## src/rtl/ifft_symbol_packer.sv

```systemverilog
// ---------------------------------------------------------------------------
// ifft_symbol_packer
//
// Packs a stream of complex samples into one wide symbol for a downstream
// IFFT. Each input beat is one complex sample {real, imag}. Eight beats make
// one output symbol. Sample k of a symbol occupies bits [64k+63:64k], so the
// first accepted sample sits in the lowest lane.
//
// A symbol is closed by tlast or by the eighth beat, whichever comes first.
// If the two do not coincide, the symbol is still emitted. It is zero padded
// when short, and it is flagged on m_axis_tuser. The framing error is also
// latched into err_sticky.
//
// Ports
//   s_axis_aclk     in   single clock, rising edge
//   s_axis_aresetn  in   asynchronous active-low reset
//   s_axis_tvalid   in   input sample valid
//   s_axis_tready   out  input sample accepted when high with tvalid
//   s_axis_tdata    in   complex sample, real [63:32], imag [31:0]
//   s_axis_tlast    in   last sample of a symbol
//   m_axis_tvalid   out  packed symbol valid
//   m_axis_tready   in   downstream accepts the symbol
//   m_axis_tdata    out  packed symbol, lane 0 = first sample
//   m_axis_tuser    out  framing error flag for the presented symbol
//   err_sticky      out  any framing error since reset
// ---------------------------------------------------------------------------
module ifft_symbol_packer #(
  parameter int C_AXIS_TIN_WIDTH   = 64,
  parameter int C_AXIS_TDATA_WIDTH = 512
) (
  input  logic                          s_axis_aclk,
  input  logic                          s_axis_aresetn,
  input  logic                          s_axis_tvalid,
  output logic                          s_axis_tready,
  input  logic [C_AXIS_TIN_WIDTH-1:0]   s_axis_tdata,
  input  logic                          s_axis_tlast,
  output logic                          m_axis_tvalid,
  input  logic                          m_axis_tready,
  output logic [C_AXIS_TDATA_WIDTH-1:0] m_axis_tdata,
  output logic                          m_axis_tuser,
  output logic                          err_sticky
);

  localparam int LANES = C_AXIS_TDATA_WIDTH / C_AXIS_TIN_WIDTH;
  localparam int CNT_W = (LANES > 1) ? $clog2(LANES) : 1;
  localparam logic [CNT_W-1:0] LAST_LANE = CNT_W'(LANES - 1);

  logic [CNT_W-1:0]              cnt;
  logic [C_AXIS_TDATA_WIDTH-1:0] asm_buf;
  logic [C_AXIS_TDATA_WIDTH-1:0] symbol_next;
  logic                          at_last_lane;
  logic                          xfer;
  logic                          complete;
  logic                          frame_err;

  // The only time a beat cannot be taken is when it would complete a full
  // symbol while the previous symbol is still waiting downstream. Below the
  // last lane, beats are only buffered, so input keeps flowing while the
  // output drains. A short symbol that completes during such a stall replaces
  // the waiting one. That symbol was already a framing error, so the error is
  // reported through err_sticky either way.
  assign at_last_lane  = (cnt == LAST_LANE);
  assign s_axis_tready = !(at_last_lane && m_axis_tvalid && !m_axis_tready);
  assign xfer          = s_axis_tvalid && s_axis_tready;
  assign complete      = xfer && (at_last_lane || s_axis_tlast);
  assign frame_err     = complete && !(at_last_lane && s_axis_tlast);

  // Build the outgoing symbol from the lanes gathered so far plus the beat
  // being accepted now. This lets a symbol load the output register on the
  // same edge as its final beat. Lanes above the current beat are cleared.
  // Without that, stale data from an earlier symbol would leak into a short
  // symbol.
  always_comb begin
    symbol_next = '0;
    for (int k = 0; k < LANES; k++) begin
      if (k < int'(cnt)) begin
        symbol_next[k*C_AXIS_TIN_WIDTH +: C_AXIS_TIN_WIDTH] =
          asm_buf[k*C_AXIS_TIN_WIDTH +: C_AXIS_TIN_WIDTH];
      end else if (k == int'(cnt)) begin
        symbol_next[k*C_AXIS_TIN_WIDTH +: C_AXIS_TIN_WIDTH] = s_axis_tdata;
      end
    end
  end

  // Beat counter and assembly buffer. Each accepted beat lands in the lane
  // named by the counter. The counter wraps to zero on completion, so the beat
  // after a short or long symbol starts cleanly in lane 0. Idle cycles leave
  // everything untouched.
  always_ff @(posedge s_axis_aclk or negedge s_axis_aresetn) begin
    if (!s_axis_aresetn) begin
      cnt     <= '0;
      asm_buf <= '0;
    end else if (xfer) begin
      for (int k = 0; k < LANES; k++) begin
        if (k == int'(cnt)) begin
          asm_buf[k*C_AXIS_TIN_WIDTH +: C_AXIS_TIN_WIDTH] <= s_axis_tdata;
        end
      end
      cnt <= complete ? '0 : cnt + CNT_W'(1);
    end
  end

  // Output register. A completing symbol always wins, even when the old
  // symbol is handed off on the same edge. In that case valid simply stays
  // high with the new contents, and no symbol is dropped or repeated. With
  // no completion, a handshake empties the register. Otherwise data and user
  // hold still while downstream stalls.
  always_ff @(posedge s_axis_aclk or negedge s_axis_aresetn) begin
    if (!s_axis_aresetn) begin
      m_axis_tvalid <= 1'b0;
      m_axis_tdata  <= '0;
      m_axis_tuser  <= 1'b0;
    end else if (complete) begin
      m_axis_tvalid <= 1'b1;
      m_axis_tdata  <= symbol_next;
      m_axis_tuser  <= frame_err;
    end else if (m_axis_tvalid && m_axis_tready) begin
      m_axis_tvalid <= 1'b0;
    end
  end

  // Sticky framing error flag. Only reset clears it, so software can find
  // out that a framing slip happened at some point even after the flagged
  // symbol has left.
  always_ff @(posedge s_axis_aclk or negedge s_axis_aresetn) begin
    if (!s_axis_aresetn) begin
      err_sticky <= 1'b0;
    end else if (frame_err) begin
      err_sticky <= 1'b1;
    end
  end

endmodule

```

## config.mk

```make
export PLATFORM = sky130hd
export DESIGN_NAME = ifft_symbol_packer
export DESIGN_NICKNAME = d
export VERILOG_FILES = /design/src/rtl/ifft_symbol_packer.sv
export SDC_FILE = /design/constraint.sdc
export NUM_CORES = 1
export LEC_CHECK = 0
export ABC_AREA = 1
export CAP_MARGIN = 5
export CORE_MARGIN = 5
export CORE_UTILIZATION = 55
export CTS_CLUSTER_DIAMETER = 100
export DETAILED_ROUTE_END_ITERATION = 12
export GPL_TIMING_DRIVEN = 0
export PLACE_DENSITY = 0.8
export SLEW_MARGIN = 10
export SYNTH_ARGS = -nofsm -noshare
export SYNTH_HDL_FRONTEND = slang
export SYNTH_SLANG_ARGS = --single-unit
```

## constraint.sdc

```tcl
create_clock -name s_axis_aclk -period 4.2 [get_ports s_axis_aclk]
set_input_delay 0.84 -clock s_axis_aclk [delete_from_list [all_inputs] [get_ports s_axis_aclk]]
set_output_delay 0.84 -clock s_axis_aclk [all_outputs]
set_load 0.02 [all_outputs]
```

Word-level counts from Yosys, hierarchy flattened

Index checks and enable logic that the tools add are counted.

Bits in registers: 966
Output and inout port bits: 516

$add $sub $neg: 1
Order comparisons: 7
Equal/unequal tests: 8
Multiplexer cells: 18
Reduce and logical (&&, ||, !) cells: 20

Operators by type and width:

| operator            | number |
|---|---|
| $mux 64             | 15 |
| $reduce_and 2->1    | 7 |
| $eq 3x3->1 const A  | 4 |
| $lt 3x3->1 const A  | 3 |
| $logic_and 1x1->1   | 7 |
| $eq 2x3->1 const A  | 2 |
| $lt 1x3->1 const A  | 2 |
| $lt 2x3->1 const A  | 2 |
| $add 3x1->3 const B | 1 |
| $eq 1x3->1 const A  | 1 |
| $eq 3x3->1 const B  | 1 |
| $logic_not 1->1     | 3 |
| $logic_not 3->1     | 1 |
| $mux 3              | 1 |
| $mux 1              | 2 |
| $reduce_bool 2->1   | 1 |
| $logic_or 1x1->1    | 1 |

Depth between registers and ports, before layout

Word-level depth: 7
Gate-level depth with buffers: 11
Gate-level depth less buffers: 8

Worst setup path after synthesis

No wires, ideal clock.

Path kind: register -> register
Start point: reg cnt[1]
End point: reg m_axis_tdata[428]
Data arrival time: 1.916 ns
Path slack: 2.219 ns
Cell stages (with the launch flop): 10
Path buffers: 2
Period minus slack after synthesis: 1.981 ns
Cell sequence: dfrtp_1 > ha_1 > ha_1 > nand3_2 > nand2_4 > nor2_2 > buf_2 > clkbuf_1 > nand2_1 > nand2_1

Cells in the longest elaborated chain, start to end: 6
Elaborated cells between the ends (all ways): 11

Ends and longest elaborated chain:

| element                        | line | source |
|---|---|---|
| from (decl)                    | 48   | `logic [CNT_W-1:0] cnt;` |
| from (signal assigned)         | 99   | `cnt <= complete ? '0 : cnt + CNT_W'(1);` |
| $eq 3x3->1                     | 62   | `assign at_last_lane = (cnt == LAST_LANE);` |
| $logic_and 1x1->1 (2 in a row) | 63   | `assign s_axis_tready = !(at_last_lane && m_axis_tvalid && !m_axis_tready);` |
| $logic_not 1->1                | 63   |  |
| via s_axis_tready              | 34   | `output logic s_axis_tready,` |
| $logic_and 1x1->1              | 64   | `assign xfer = s_axis_tvalid && s_axis_tready;` |
| $logic_and 1x1->1              | 65   | `assign complete = xfer && (at_last_lane \|\| s_axis_tlast);` |
| to (signal assigned)           | 115  | `m_axis_tdata <= symbol_next;` |
| to (decl)                      | 39   | `output logic [C_AXIS_TDATA_WIDTH-1:0] m_axis_tdata,` |

The timed path passes the listed nets, and every way through them passes these cells.
A chain may end at the register's enable or synchronous reset.

Final worst setup path

Start point: reg cnt[1]
End point: out s_axis_tready

Cells in the longest elaborated chain, start to end: 4

Ends and longest elaborated chain:

| element                        | line |
|---|---|
| $eq 3x3->1                     | 62 |
| $logic_and 1x1->1 (2 in a row) | 63 |
| $logic_not 1->1                | 63 |
| to (decl)                      | 34 |

No other way between the ends.

==> impl_metrics.yaml <==
grt:
  grtUsageTotal_pct: 38.5
  antenna_found_initial: 12
  grt_pass1_vias: 39700
  grt_max_degree: 156
  grt_pass1_wl_um: 242000
  overflow: 0
worst_setup_path:
  cp_max_fo: 7
  rrSetupSlack_ns: 0.85
  cp_data_required_time_ns: 3.36
  worstPathArrival_ns: 2.57
  reg2reg_depth: 9
  r2r-end: "m_axis_tdata[126]"
  critPathCaptureType: "output port"
  start_kind: "register"
  worstSetupPathType: "reg -> out"
  crit-reg2reg-launch: "cnt[1]"
floorplan:
  start_util_pct: 55.5
  die_x_um: 290
  fp-row-count: 102
  dieArea_um2: 83800
  die_h_um: 290
  core_um2: 77500
  io_pins: 585
timing:
  rsz0062_at_grt: "false"
  hold_viol: 0
  setup_tns_ns: 0
  fmax_ghz: 0.293
  slew_headroom_pct: 4.16
  worst_slew_pin_slew_ns: 1.44
  period_minus_slack_ns: 3.41
  setup_violations: 0
  timing.final.crit_share_pct: 81.2
  finClkSkew_ns: 0.0173
  slew_violations: 0
synthesis:
  syn-cell-area_um2: 43000
  synth_top_area_share_pct: 56.3
  synth_top_cell_by_area: "dfrtp_1"
  ys_ff_latch: 966
  avgSynthCellArea_um2: 7.54
  yosysWarnings: 0
  syn_nets: 5774
  yosys-top-cells-area: "dfrtp_1 (56%), nand2_1 (32%), nand3_1 (5.9%)"
  synth-seq-area-share_pct: 56.3
  yosysUniqueCellTypes: 17
  netlist_instances: 5699
layout:
  final_cell_mix: "nand2_1 (3674), dfrtp_1 (966), clkdlybuf4s50_1 (583)"
  nets: 6467
  final_util_pct: 69.6
  final_common_cell: "nand2_1"
  final_layout_size_suffix_gt1_share_pct: 4.65
  area_delta_synth_final_pct: 25.4
  n_fill_cell: 6368
  multiInputGateArea_um2: 17000
  regArea_um2: 24200
drt:
  dr.pass1.iters: 8
  drt_iter0_markers: 5351
  ant_nets: 0
  finalWirelength_um: 164000
  drc: 0
  avgViaCountPerCell: 5.55
  wl_per_cell_um: 21.8
  vias: 41800
placement:
  dpl.hpwl_um: 115000
  io_buffers: 584
  gp_congestion: 0.963
clock_tree:
  cts_tree: "done"
  htree_levels: 3
  clock_sinks: 966
  holdBufCountCts: 0
  cts_setup_buffers: 0
  clk_path_buf_depth: 3
  cts_resized: 0
  cts_inserted_buffers: 100
  clk_pin_slew_ns: 0.06
  cts-root-buf: "clkbuf_16"
  clk_latency_ns: 0.67
pwr:
  p_per_area_nw_per_um2: 549
  p_leak_nw: 29.3
  peakVddDrop_uv: 353
outcome:
  status: "complete, no violations"
hold_path:
  hold_class: "in -> async"
run:
  drv_cap: 0
## worst max path at each step
stage | start | endpoint | slack (ns)
finish | cnt[1] | s_axis_tready | 0.79
global placement | s_axis_aresetn | m_axis_tdata[423] | -40.46
detailed placement | s_axis_tvalid | asm_buf[211] | 0.72
CTS | cnt[1] | s_axis_tready | 0.81
global route | cnt[1] | m_axis_tdata[125] | 0.76
floorplan | cnt[1] | m_axis_tdata[428] | 2.22
## cells in the mapped netlist
cell type	count
nand2_1	3674
nand3_1	504
buf_2	101
nor2_1	6
o21ai_0	13
o22ai_1	1
inv_1	25
buf_1	50
nand3_2	1
clkbuf_1	274
ha_1	6
clkinv_1	2
nand4_1	64
dfrtp_1	966
nand2_4	1
nor2_2	10
inv_2	1
## state kept, by name, summed over array words and instances (netlist names)
name and count:
asm_buf 448, m_axis_tdata 512, m_axis_tuser 1, cnt 3, err_sticky 1, m_axis_tvalid 1
## critical path, stage by stage, from the launching register on
cell	delay, ns
dfrtp_1	0.45
ha_1	0.25
ha_1	0.29
nand3_2	0.17
clkdlybuf4s50_1	0.74
## area by class of cell
| cell class | count | share of cell area (%) |
|---|---|---|
| clock buffer | 139 | 5.42 |
| buffer | 425 | 3.21 |
| multi-input combinational | 4280 | 31.5 |
| tap | 1040 | 2.41 |
| inverter | 28 | 0.195 |
| clock inverter | 48 | 1.14 |
| antenna | 13 | 0.0604 |
| timing repair buffer | 591 | 11.2 |
| sequential | 966 | 44.9 |
## routing by layer
| layer | GRT usage, % | vias up | wire, µm |
|---|---|---|---|
| met1 | 48.8 | 19800 | 58900 |
| met3 | 10.8 | 560 | 20300 |
| met4 | 21.4 | 4 | 11300 |
| met5 | 0 | - | 32 |
| li1 | - | 18900 | - |
| met2 | 60.1 | 2481 | 73700 |
## cells by family after synthesis
group,after synthesis,share of synthesized area (%)
simple gates,4260,39.1
buf+inv,453,4.25
flops,966,56.3
compound gates,14,0.166
fa+ha+maj,6,0.175
## through the flow
step	worst slack [ns]	hold slack, ns	instance area, µm²	power [mW]	std cells
4_1_cts	0.810	0.0719	53900	29.4	7517
5_1_grt	0.762	0.102	53900	30.9	7520
6_report	0.788	0.0520	53900	29.6	7530
3_3_place_gp	-40.46	0.445	50100	19.8	7323
3_5_place_dp	0.717	0.457	50300	19.9	7330
2_1_floorplan	2.22	0.442	43000	16.7	5699
## power breakdown
group	total, mW	internal (mW)	switching, mW	leakage (nW)
Clock	9.58	5.67	3.91	1.76
Combinational	6.78	2.39	4.39	14.8
Sequential	13.2	11.7	1.51	12.7
No activity file was read; power rests on OpenSTA's default activity.
